**config.mk**
```make
export PLATFORM = sky130hd
export DESIGN_NAME = player_request_unit
export DESIGN_NICKNAME = d
export VERILOG_FILES = /design/src/rtl/player_request_unit.sv
export SDC_FILE = /design/constraint.sdc
export NUM_CORES = 1
export LEC_CHECK = 0
export ABC_AREA = 1
export BUFFER_PORTS_ARGS = -buffer_cell sky130_fd_sc_hd__buf_2
export CORE_AREA = 2 2 39 41
export DETAILED_ROUTE_END_ITERATION = 8
export DIE_AREA = 0 0 41 43
export PLACE_DENSITY = 0.65
export SYNTH_ARGS = -nofsm -noshare
export SYNTH_HDL_FRONTEND = slang
export SYNTH_SLANG_ARGS = --single-unit
```
**constraint.sdc**
```tcl
create_clock -name clk -period 2.5 [get_ports clk]
set_input_delay 0 -clock clk [delete_from_list [all_inputs] [get_ports clk]]
set_output_delay 0 -clock clk [all_outputs]
set_load 0.01 [all_outputs]
```
**src/rtl/player_request_unit.sv**
```systemverilog
// player_request_unit: requester side of the req/gnt arbitration interface.
// Conditions an active-low push button (sync, debounce, press detect), runs the
// per-player round FSM against the arbiter's arm/grant/clear controls and keeps
// a saturating count of accepted presses.
module player_request_unit #(
    parameter int DEBOUNCE_CYCLES = 4,
    parameter int COUNT_WIDTH     = 4
) (
    input  logic                   clk,
    input  logic                   reset,
    input  logic                   btn_in_n,
    input  logic                   arm_in,
    input  logic                   gnt_in,
    input  logic                   clear_in,
    output logic                   req_out,
    output logic                   won_out,
    output logic                   false_start_out,
    output logic                   press_db_out,
    output logic [COUNT_WIDTH-1:0] press_count_out
);

    localparam int DCW = (DEBOUNCE_CYCLES < 2) ? 1 : $clog2(DEBOUNCE_CYCLES);
    localparam logic [DCW-1:0] DB_LAST = DCW'(DEBOUNCE_CYCLES - 1);

    typedef enum logic [2:0] {
        IDLE,
        ARMED,
        REQ,
        GRANTED,
        FOUL
    } state_t;

    logic                   sync_ff1;
    logic                   sync_ff2;
    logic                   btn_s;
    logic                   btn_db;
    logic                   btn_db_d;
    logic [DCW-1:0]         db_cnt;
    logic                   press;
    logic [COUNT_WIDTH-1:0] press_count;
    state_t                 state;
    state_t                 state_next;

    // Two-flop synchronizer; both flops reset to the released (high) pin level.
    // NOTE: sequential state uses non-blocking assignments so every flop samples
    // the pre-edge value of its neighbours, exactly like the hardware it models.
    always_ff @(posedge clk) begin
        if (reset) begin
            sync_ff1 <= 1'b1;
            sync_ff2 <= 1'b1;
        end else begin
            sync_ff1 <= btn_in_n;
            sync_ff2 <= sync_ff1;
        end
    end

    assign btn_s = ~sync_ff2;

    // Debounce: accept a new level only after it differs for DEBOUNCE_CYCLES cycles in a row.
    always_ff @(posedge clk) begin
        if (reset) begin
            db_cnt <= '0;
            btn_db <= 1'b0;
        end else if (btn_s == btn_db) begin
            db_cnt <= '0;
        end else if (db_cnt == DB_LAST) begin
            db_cnt <= '0;
            btn_db <= btn_s;
        end else begin
            db_cnt <= db_cnt + 1'b1;
        end
    end

    // Registered rising-edge detect on the debounced level gives a one-cycle press pulse.
    always_ff @(posedge clk) begin
        if (reset) begin
            btn_db_d <= 1'b0;
            press    <= 1'b0;
        end else begin
            btn_db_d <= btn_db;
            press    <= btn_db & ~btn_db_d;
        end
    end

    // Saturating press counter; counts presses in every FSM state, including under clear.
    always_ff @(posedge clk) begin
        if (reset) begin
            press_count <= '0;
        end else if (press && (press_count != '1)) begin
            press_count <= press_count + 1'b1;
        end
    end

    // FSM state register.
    always_ff @(posedge clk) begin
        if (reset) begin
            state <= IDLE;
        end else begin
            state <= state_next;
        end
    end

    // FSM next-state logic; clear_in dominates every other input.
    // NOTE: next-state takes a default before the case so no path leaves it
    // unassigned, which would otherwise infer a latch.
    always_comb begin
        state_next = state;
        if (clear_in) begin
            state_next = IDLE;
        end else begin
            case (state)
                IDLE: begin
                    if (press) begin
                        state_next = FOUL;
                    end else if (arm_in) begin
                        state_next = ARMED;
                    end
                end
                ARMED: begin
                    if (press) begin
                        state_next = REQ;
                    end else if (!arm_in) begin
                        state_next = IDLE;
                    end
                end
                REQ: begin
                    if (gnt_in) begin
                        state_next = GRANTED;
                    end
                end
                GRANTED: state_next = GRANTED;
                FOUL:    state_next = FOUL;
                default: state_next = IDLE;
            endcase
        end
    end

    // Moore outputs decoded straight from the state register.
    assign req_out         = (state == REQ);
    assign won_out         = (state == GRANTED);
    assign false_start_out = (state == FOUL);
    assign press_db_out    = btn_db;
    assign press_count_out = press_count;

endmodule

```
# Word-level counts from Yosys, hierarchy flattened
# Index checks and enable logic that the tools add are counted.
# word_totals
reg_bits,14
output_inout_bits,8
input_bits,6
elab_cells,36
# classes
addsub,2
eq_ne,10
n_reduce_logical,6
n_bitwise,4
n_mux,6
# ops
operator,n
$mux W3,5
$pmux W3 S5,1
$eq A3 B2 Y1 const B,2
$ne A3 B3 Y1 const B,2
$add A4 B1 Y4 const B,1
$ne A4 B4 Y1 const B,1
$eq A3 B1 Y1 const B,1
$eq A3 B3 Y1 const B,1
$logic_not A3 Y1,1
$not A1 Y1,3
$reduce_and A3 Y1,1
$reduce_or A3 Y1,1
$add A2 B1 Y2 const B,1
$eq A2 B2 Y1 const B,1
$ne A2 B2 Y1 const B,1
$reduce_and A2 Y1,1
$reduce_or A2 Y1,1
$and A1 B1 Y1,1
$eq A1 B1 Y1,1
$logic_and A1 B1 Y1,1

# Logic depth before layout (Yosys ltp)
# Gate-level depths: netlist of run 1.
# logic_depth
word_depth,4
ltp_mapped,7
ltp_nobuf,7

# Worst setup path before layout of run 1
# OpenSTA, ideal clock, no wires.
# synth_timing
path_type,flip-flop to flip-flop
startpoint,register press_count[1] (netlist: press_count_out[1])
endpoint,register press_count[2] (netlist: press_count_out[2])
slack_ns,1.395
stages_incl_launch_ff,7
path_buffers,0
setup_ns,0.115
t_arrival_ns,0.990
required_ns,2.385
synth_period_minus_slack_ns,1.105
cell_sequence,dfxtp_1 ha_1 nand3_1 nand2_2 inv_2 a21oi_1 nor2_1
# synth_between
elab_chain_cells,2
word_cells_on_any_way,3
cone_classes,add/sub: 1; eq/ne: 1; reduce/logical: 1
# synth_rtl
element,line_no,rtl
start: declaration,40,logic [COUNT_WIDTH-1:0] press_count;
start signal: assignment,90,press_count <= press_count + 1'b1;
"parallel branches: the longest is 2 deep, another holds $add A4 B1 Y4",--,
# Several ways; the timed one is not identified.
# A chain may end at the register's enable or synchronous reset.

# Worst setup path after layout of run 1
# layout_timing
startpoint,register press_count[0] (netlist: press_count_out[0])
endpoint,register press_count[3] (netlist: press_count_out[3])
# Same word-level chain as after synthesis.

==> results of run 1 <==
## cells in the final DEF (no fill, tap or decap), drive strengths merged
cell type / instances
a21oi: 5
and2: 1
buf: 13
clkbuf: 3
dfxtp: 14
dlygate4sd3: 3
ha: 2
inv: 10
nand2: 6
nand3: 7
nand3b: 1
nor2: 19
nor3: 2
o211ai: 1
o21ai: 4
or2: 2
## Yosys cell counts
master,number
dfxtp_1,14
nor2_1,14
inv_1,7
a21oi_1,5
nand2_1,5
nand3_1,5
nor2_2,5
inv_2,3
ha_1,2
nand3_2,2
nor3_1,2
o21ai_0,2
o21ai_1,2
or2_2,2
and2_1,1
nand2_2,1
nand3b_1,1
o211ai_1,1
## power by group
part / switching [uW] / internal [uW]
logic: 11.6 / 12.1
clock network: 61.8 / 55.6
registers: 1.83 / 226
## layer usage
layer / wire length [um] / global-route usage (%)
met3: 40 / 7.85
met1: 496 / 17.2
met2: 426 / 18.4
met5: 0 / 0
met4: 10 / 10.0
## logic make-up after synthesis
family / synth area share (%)
adders and majority gates: 4.27
DFF: 47.9
AOI/OAI and AO/OA: 8.97
and+or+nand+nor: 32.5
buffers and inverters: 6.41
## flip-flops by register name, summed over array words and instances (netlist names)
name / cells
press: 1
press_count_out: 4
sync_ff2: 1
press_db_out: 1
db_cnt: 2
state: 3
sync_ff1: 1
btn_db_d: 1
## layout make-up
| type | count | area [um2] |
|---|---|---|
| clock buffers | 3 | 22.5 |
| fillers | 141 | 661 |
| inverters | 10 | 37.5 |
| multi-input cells | 50 | 268 |
| flip-flops and latches | 14 | 280 |
| well taps | 16 | 20.0 |
| repair buffers | 16 | 95.1 |
## final timing paths
check,from,end,depth (start not counted)
setup / recovery,press_count_out[0],press_count_out[3],7
hold / removal,arm_in,state[0],5
setup reg to reg,press_count_out[0],press_count_out[3],7
hold reg to reg,btn_db_d,press,1
## per-stage QoR
| step | hold slack (ps) | setup WS, ps | power, uW | utilization, % | instances |
|---|---|---|---|---|---|
| floorplan | 72.4 | 1390 | 245 | - | 74 |
| global placement | 185 | 1400 | 252 | 48.5 | 103 |
| detailed placement | 185 | 1370 | 253 | 48.5 | 103 |
| CTS | 94.5 | 1360 | 375 | 52.3 | 109 |
| global route | 97.7 | 1270 | 393 | 52.3 | 109 |
| finish | 95.5 | 1370 | 369 | 52.3 | 109 |
## worst reg2reg max path, stage by stage, from the launching register on
cell and delay, ps:
dfxtp_1 340, ha_1 230, nand3_1 100, nand2_2 80, nor2_1 130, nand2_1 60
nand2_1 60, nor2_1 30
==> flow_summary_export.csv, run 1 <==
group,metric,value,unit
cells_and_area,layout.nets,103,
synthesis,ys_top_cells_by_area,"dfxtp_1 48%, nor2_1 9.0%, nor2_2 5.3%, inv_1 4.5%, a21oi_1 4.3%",
global_route,grt_pass1_wl,1610,um
sta,worstMarginPinSlew,212,ps
setup_path,cp_slowest_cell,"dfxtp_1",
clock_network,cts_root_buf,"clkbuf_4",
synthesis,synth_cell_type_count,18,
setup_path,path_cells,"ha_1 > nand3_1 > nand2_2 > nor2_1 > nand2_1 > nand2_1 > nor2_1",
detailed_routing,drc,0,
floorplanning,die_x,41,um
setup_path,critPathArrivalTime,1290,ps
run_status,outcome,"finished, final reports clean",
floorplanning,rows,14,
sta,relSlewSlack,85.8,%
sta,timing.fmax,0.884,GHz
placed_design,place.gp.congestion,0.706,
flow_run,max-cap-violations,0,
detailed_routing,first_iter_violations,6,
pwr,peakVddDrop,274,uV
clock_network,htree_levels,1,
min_path,hp-class,"primary input to flop",
setup_path,critPathMaxFanout,5,
detailed_routing,viasPerCell,4.56,
placed_design,dp_hpwl,768,um
placed_design,portBuffers,13,
global_route,grt_usage,14.3,%
setup_path,cp_top_family,"simple AND/OR/NAND/NOR gates",
cells_and_area,syn_to_final_growth,23.5,%
sta,min_period,1130,ps
detailed_routing,wirelength,974,um
synthesis,synth_nets,82,
sta,rsz0062_at_grt,"false",
sta,fin_worst_skew,6.18,ps
floorplanning,io_pins,14,
sta,setup_tns,0,ps
detailed_routing,firstDrtPassIters,4,
pwr,power_density,510,mW/mm2
synthesis,syn_area,586,um2
clock_network,tritoncts,"done",
synthesis,synth_largest_area_cell,"dfxtp_1",
floorplanning,core_area,0.00138,mm2
clock_network,clock_sinks,14,
synthesis,syn-instance-count,74,
detailed_routing,routedWlPerCell,8.94,um
sta,drv_slew,0,
clock_network,clockBufferDepth,2,
global_route,antenna_found_initial,0,
global_route,grt_max_degree,8,
pwr,power_leakage,0.000337,uW
synthesis,synth_top_area_share,47.9,%
synthesis,ys_seq_area_share,47.9,%
setup_path,regToRegSetupSlack,1370,ps
placed_design,dpl-instance-area,671,um2
floorplanning,initial_utilization,42.3,%
synthesis,ys_ff_latch,14,
detailed_routing,ant_nets,0,
setup_path,setup.worst_path.end_class,"flop",
sta,fin_crit_sh,45.2,%
clock_network,cts_inserted_buffers,3,
clock_network,cts_setup_buffers,0,
sta,report.final.hold_viol_count,0,
cells_and_area,n_antenna_cell,0,
clock_network,clkTransAtPathRegs,80,ps
cells_and_area,finalInstanceArea,723,um2
global_route,grt_overflow,0,
clock_network,cts_resized,0,
setup_path,path_class,"flop to flop",
setup_path,crit_buf_inv,0,
sta,finalSetupViolations,0,
setup_path,cpPeakStageDelay,340,ps
floorplanning,dieHeight,43,um
synthesis,yosysWarnings,0,
cells_and_area,drive_gt1_share,31.2,%
synthesis,avgSynthCellArea,7.91,um2
setup_path,worst-endpoint-required,2660,ps
detailed_routing,vias,497,
global_route,grt_pass1_vias,417,
clock_network,clk_latency,270,ps
clock_network,cts_hold_buf,3,
setup_path,crit_path_start_kind,"flop",
floorplanning,dieArea,0.00176,mm2
No activity file was read; power rests on OpenSTA's default activity.
==> inputs of run 2 (changes only) <==
--- a/config.mk
+++ b/config.mk
@@ -7,10 +7,10 @@
 export LEC_CHECK = 0
 export ABC_AREA = 1
 export BUFFER_PORTS_ARGS = -buffer_cell sky130_fd_sc_hd__buf_2
-export CORE_AREA = 2 2 39 41
+export CORE_MARGIN = 1
+export CORE_UTILIZATION = 44
 export DETAILED_ROUTE_END_ITERATION = 8
-export DIE_AREA = 0 0 41 43
-export PLACE_DENSITY = 0.65
+export PLACE_DENSITY = 0.67
 export SYNTH_ARGS = -nofsm -noshare
 export SYNTH_HDL_FRONTEND = slang
 export SYNTH_SLANG_ARGS = --single-unit
==> constraint.sdc (replaced) <==
create_clock -name clk -period 1 [get_ports clk]
set_input_delay 0 -clock clk [delete_from_list [all_inputs] [get_ports clk]]
set_output_delay 0 -clock clk [all_outputs]
set_load 0.01 [all_outputs]
==> run 2 against run 1 <==
Against the previous run:
- the run now ends with setup timing left
- register-to-register slack got worse by 1400 ps
- critical path depth fell by 2
- non-clock buffer count rose by 4
- sequential share of layout area fell by 4.6 points
- total power rose to 2.8 times the previous value
- first-iteration DRC count rose by 130%
- die area fell by 16%
- final area rose by 20%
- critical endpoint is now req_out
==> flow_summary_export.csv, run 2 (synthesized netlist as in run 1, its figures left out) <==
group,metric,value,unit
detailed_routing,ant_nets,0,
floorplanning,initial_utilization,50.0,%
run_status,outcome,"finished with violations",
setup_path,crit_buf_inv,3,
sta,finalSetupViolations,5,
sta,drv_slew,0,
sta,rsz0062_at_grt,"true",
detailed_routing,routedWlPerCell,10.8,um
placed_design,dp_hpwl,808,um
setup_path,cpPeakStageDelay,380,ps
pwr,combPwrFrac,6.3,%
cells_and_area,n_fill_cell,93,
setup_path,cp_slowest_cell,"dfxtp_4",
cells_and_area,mostFrequentLayoutCell,"buf_2",
placed_design,place.gp.congestion,0.636,
sta,whs,112,ps
cells_and_area,n_antenna_cell,0,
clock_network,clockBufferDepth,2,
pwr,pwr-share-seq,55.1,%
floorplanning,core_area,0.00117,mm2
clock_network,clkTransAtPathRegs,80,ps
floorplanning,io_pins,14,
floorplanning,dieHeight,38.5,um
detailed_routing,wirelength,1210,um
cells_and_area,final_cell_mix,"13 x buf_2, 11 x nor2_1, 7 x dfxtp_1",
setup_path,critPathMaxFanout,4,
setup_path,path_class,"flop to primary output",
sta,relSlewSlack,83.9,%
flow_run,max-cap-violations,0,
setup_path,critPathArrivalTime,1080,ps
clock_network,clk_latency,280,ps
placed_design,place_inst,104,
placed_design,portBuffers,13,
placed_design,dpl-instance-area,718,um2
cells_and_area,largest_reg_flops,4,
cells_and_area,finalNonFillerCells,112,
clock_network,htree_levels,1,
pwr,power_leakage,0.000369,uW
setup_path,crit_path_start_kind,"flop",
detailed_routing,firstDrtPassIters,4,
cells_and_area,layout.nets,107,
global_route,grt_max_degree,9,
pwr,peakVddDrop,1080,uV
setup_path,path_cells,"inv_4 > nor2_4 > inv_2 > nor2_1 > buf_2",
min_path,hp-class,"primary input to flop",
detailed_routing,drc,0,
setup_path,regToRegSetupSlack,-50,ps
pwr,p_int,809,uW
detailed_routing,vias,555,
global_route,grt_pass1_vias,475,
detailed_routing,viasPerCell,4.96,
global_route,grt_overflow,0,
cells_and_area,seqCellArea,297,um2
global_route,grt_pass1_wl,1810,um
floorplanning,die_x,38.5,um
cells_and_area,syn_to_final_growth,48.3,%
cells_and_area,multi_input_area,350,um2
pwr,swShare,20.8,%
clock_network,cts_root_buf,"clkbuf_4",
floorplanning,dieArea,0.00148,mm2
global_route,grt_usage,18.9,%
run_status,violations,"setup timing",
pwr,p_total,1020,uW
sta,worstMarginPinSlew,241,ps
setup_path,worst-endpoint-required,1000,ps
pwr,clkPwrFrac,38.7,%
sta,report.final.hold_viol_count,0,
detailed_routing,first_iter_violations,14,
clock_network,clock_sinks,14,
sta,min_period,1080,ps
sta,setup_ws,-80.2,ps
sta,fin_worst_skew,0.963,ps
cells_and_area,finalInstanceArea,868,um2
clock_network,tritoncts,"done",
clock_network,cts_inserted_buffers,3,
pwr,p_switching,212,uW
sta,fin_crit_sh,108,%
floorplanning,rows,12,
global_route,antenna_found_initial,0,
setup_path,setup.worst_path.end_class,"primary output",
cells_and_area,drive_gt1_share,53.1,%
sta,setup_tns,-266,ps
pwr,power_density,1180,mW/mm2
sta,timing.fmax,0.926,GHz
setup_path,cp_top_family,"flip-flops",
run 2: path summary, 6_finish.rpt:
path | start | to | depth (start not counted)
worst max-delay path | state[1] | req_out | 5
worst max register to register | press_count_out[1] | press_count_out[2] | 7
worst min-delay path | gnt_in | state[0] | 5
worst min register to register | btn_db_d | press | 1
run 2: worst register-to-register path, stage by stage (launching register included):
cell and delay, ps:
dfxtp_4 360, ha_4 160, nand3_4 90, nand2_4 90, inv_4 80, nand3_1 60, nand2_1 80, nor2_1 40
run 2: per-layer routing:
layer / track usage [%] / part of all wire, %
met5: 0 / 0
met4: 10.3 / 1.7
met3: 8.72 / 5.7
met2: 31.7 / 52
met1: 19.1 / 40
run 2: layout make-up:
type	instances	share of cell area [%]
Clock buffer	4	4.18
Inverter	10	4.90
Multi-Input combinational cell	50	40.3
Sequential cell	14	34.1
Tap cell	14	2.02
Timing Repair Buffer	20	14.4
run 2: repair_timing:
item,CTS,global route
hold buffers,3,0
buffers inserted,1,1
setup endpoints to repair,5,10
resized for setup,7,15
pin swaps,5,9
hold endpoints to repair,7,0
run 2: power groups by stage:
stage	logic, uW	registers [uW]	clock network (uW)
6_report	63.9	562	395
5_1_grt	71.4	564	447
4_1_cts	58.8	563	417
3_5_place_dp	50.1	577	0
3_3_place_gp	49.0	576	0
2_1_floorplan	33.0	575	0
run 2: per-stage QoR:
step	setup slack [ps]	utilization, %
floorplan	-9.78	-
global placement	7.32	61.3
detailed placement	-20.2	61.3
CTS	-80.1	69.4
global route	-143	74.1
finish	-80.2	74.1
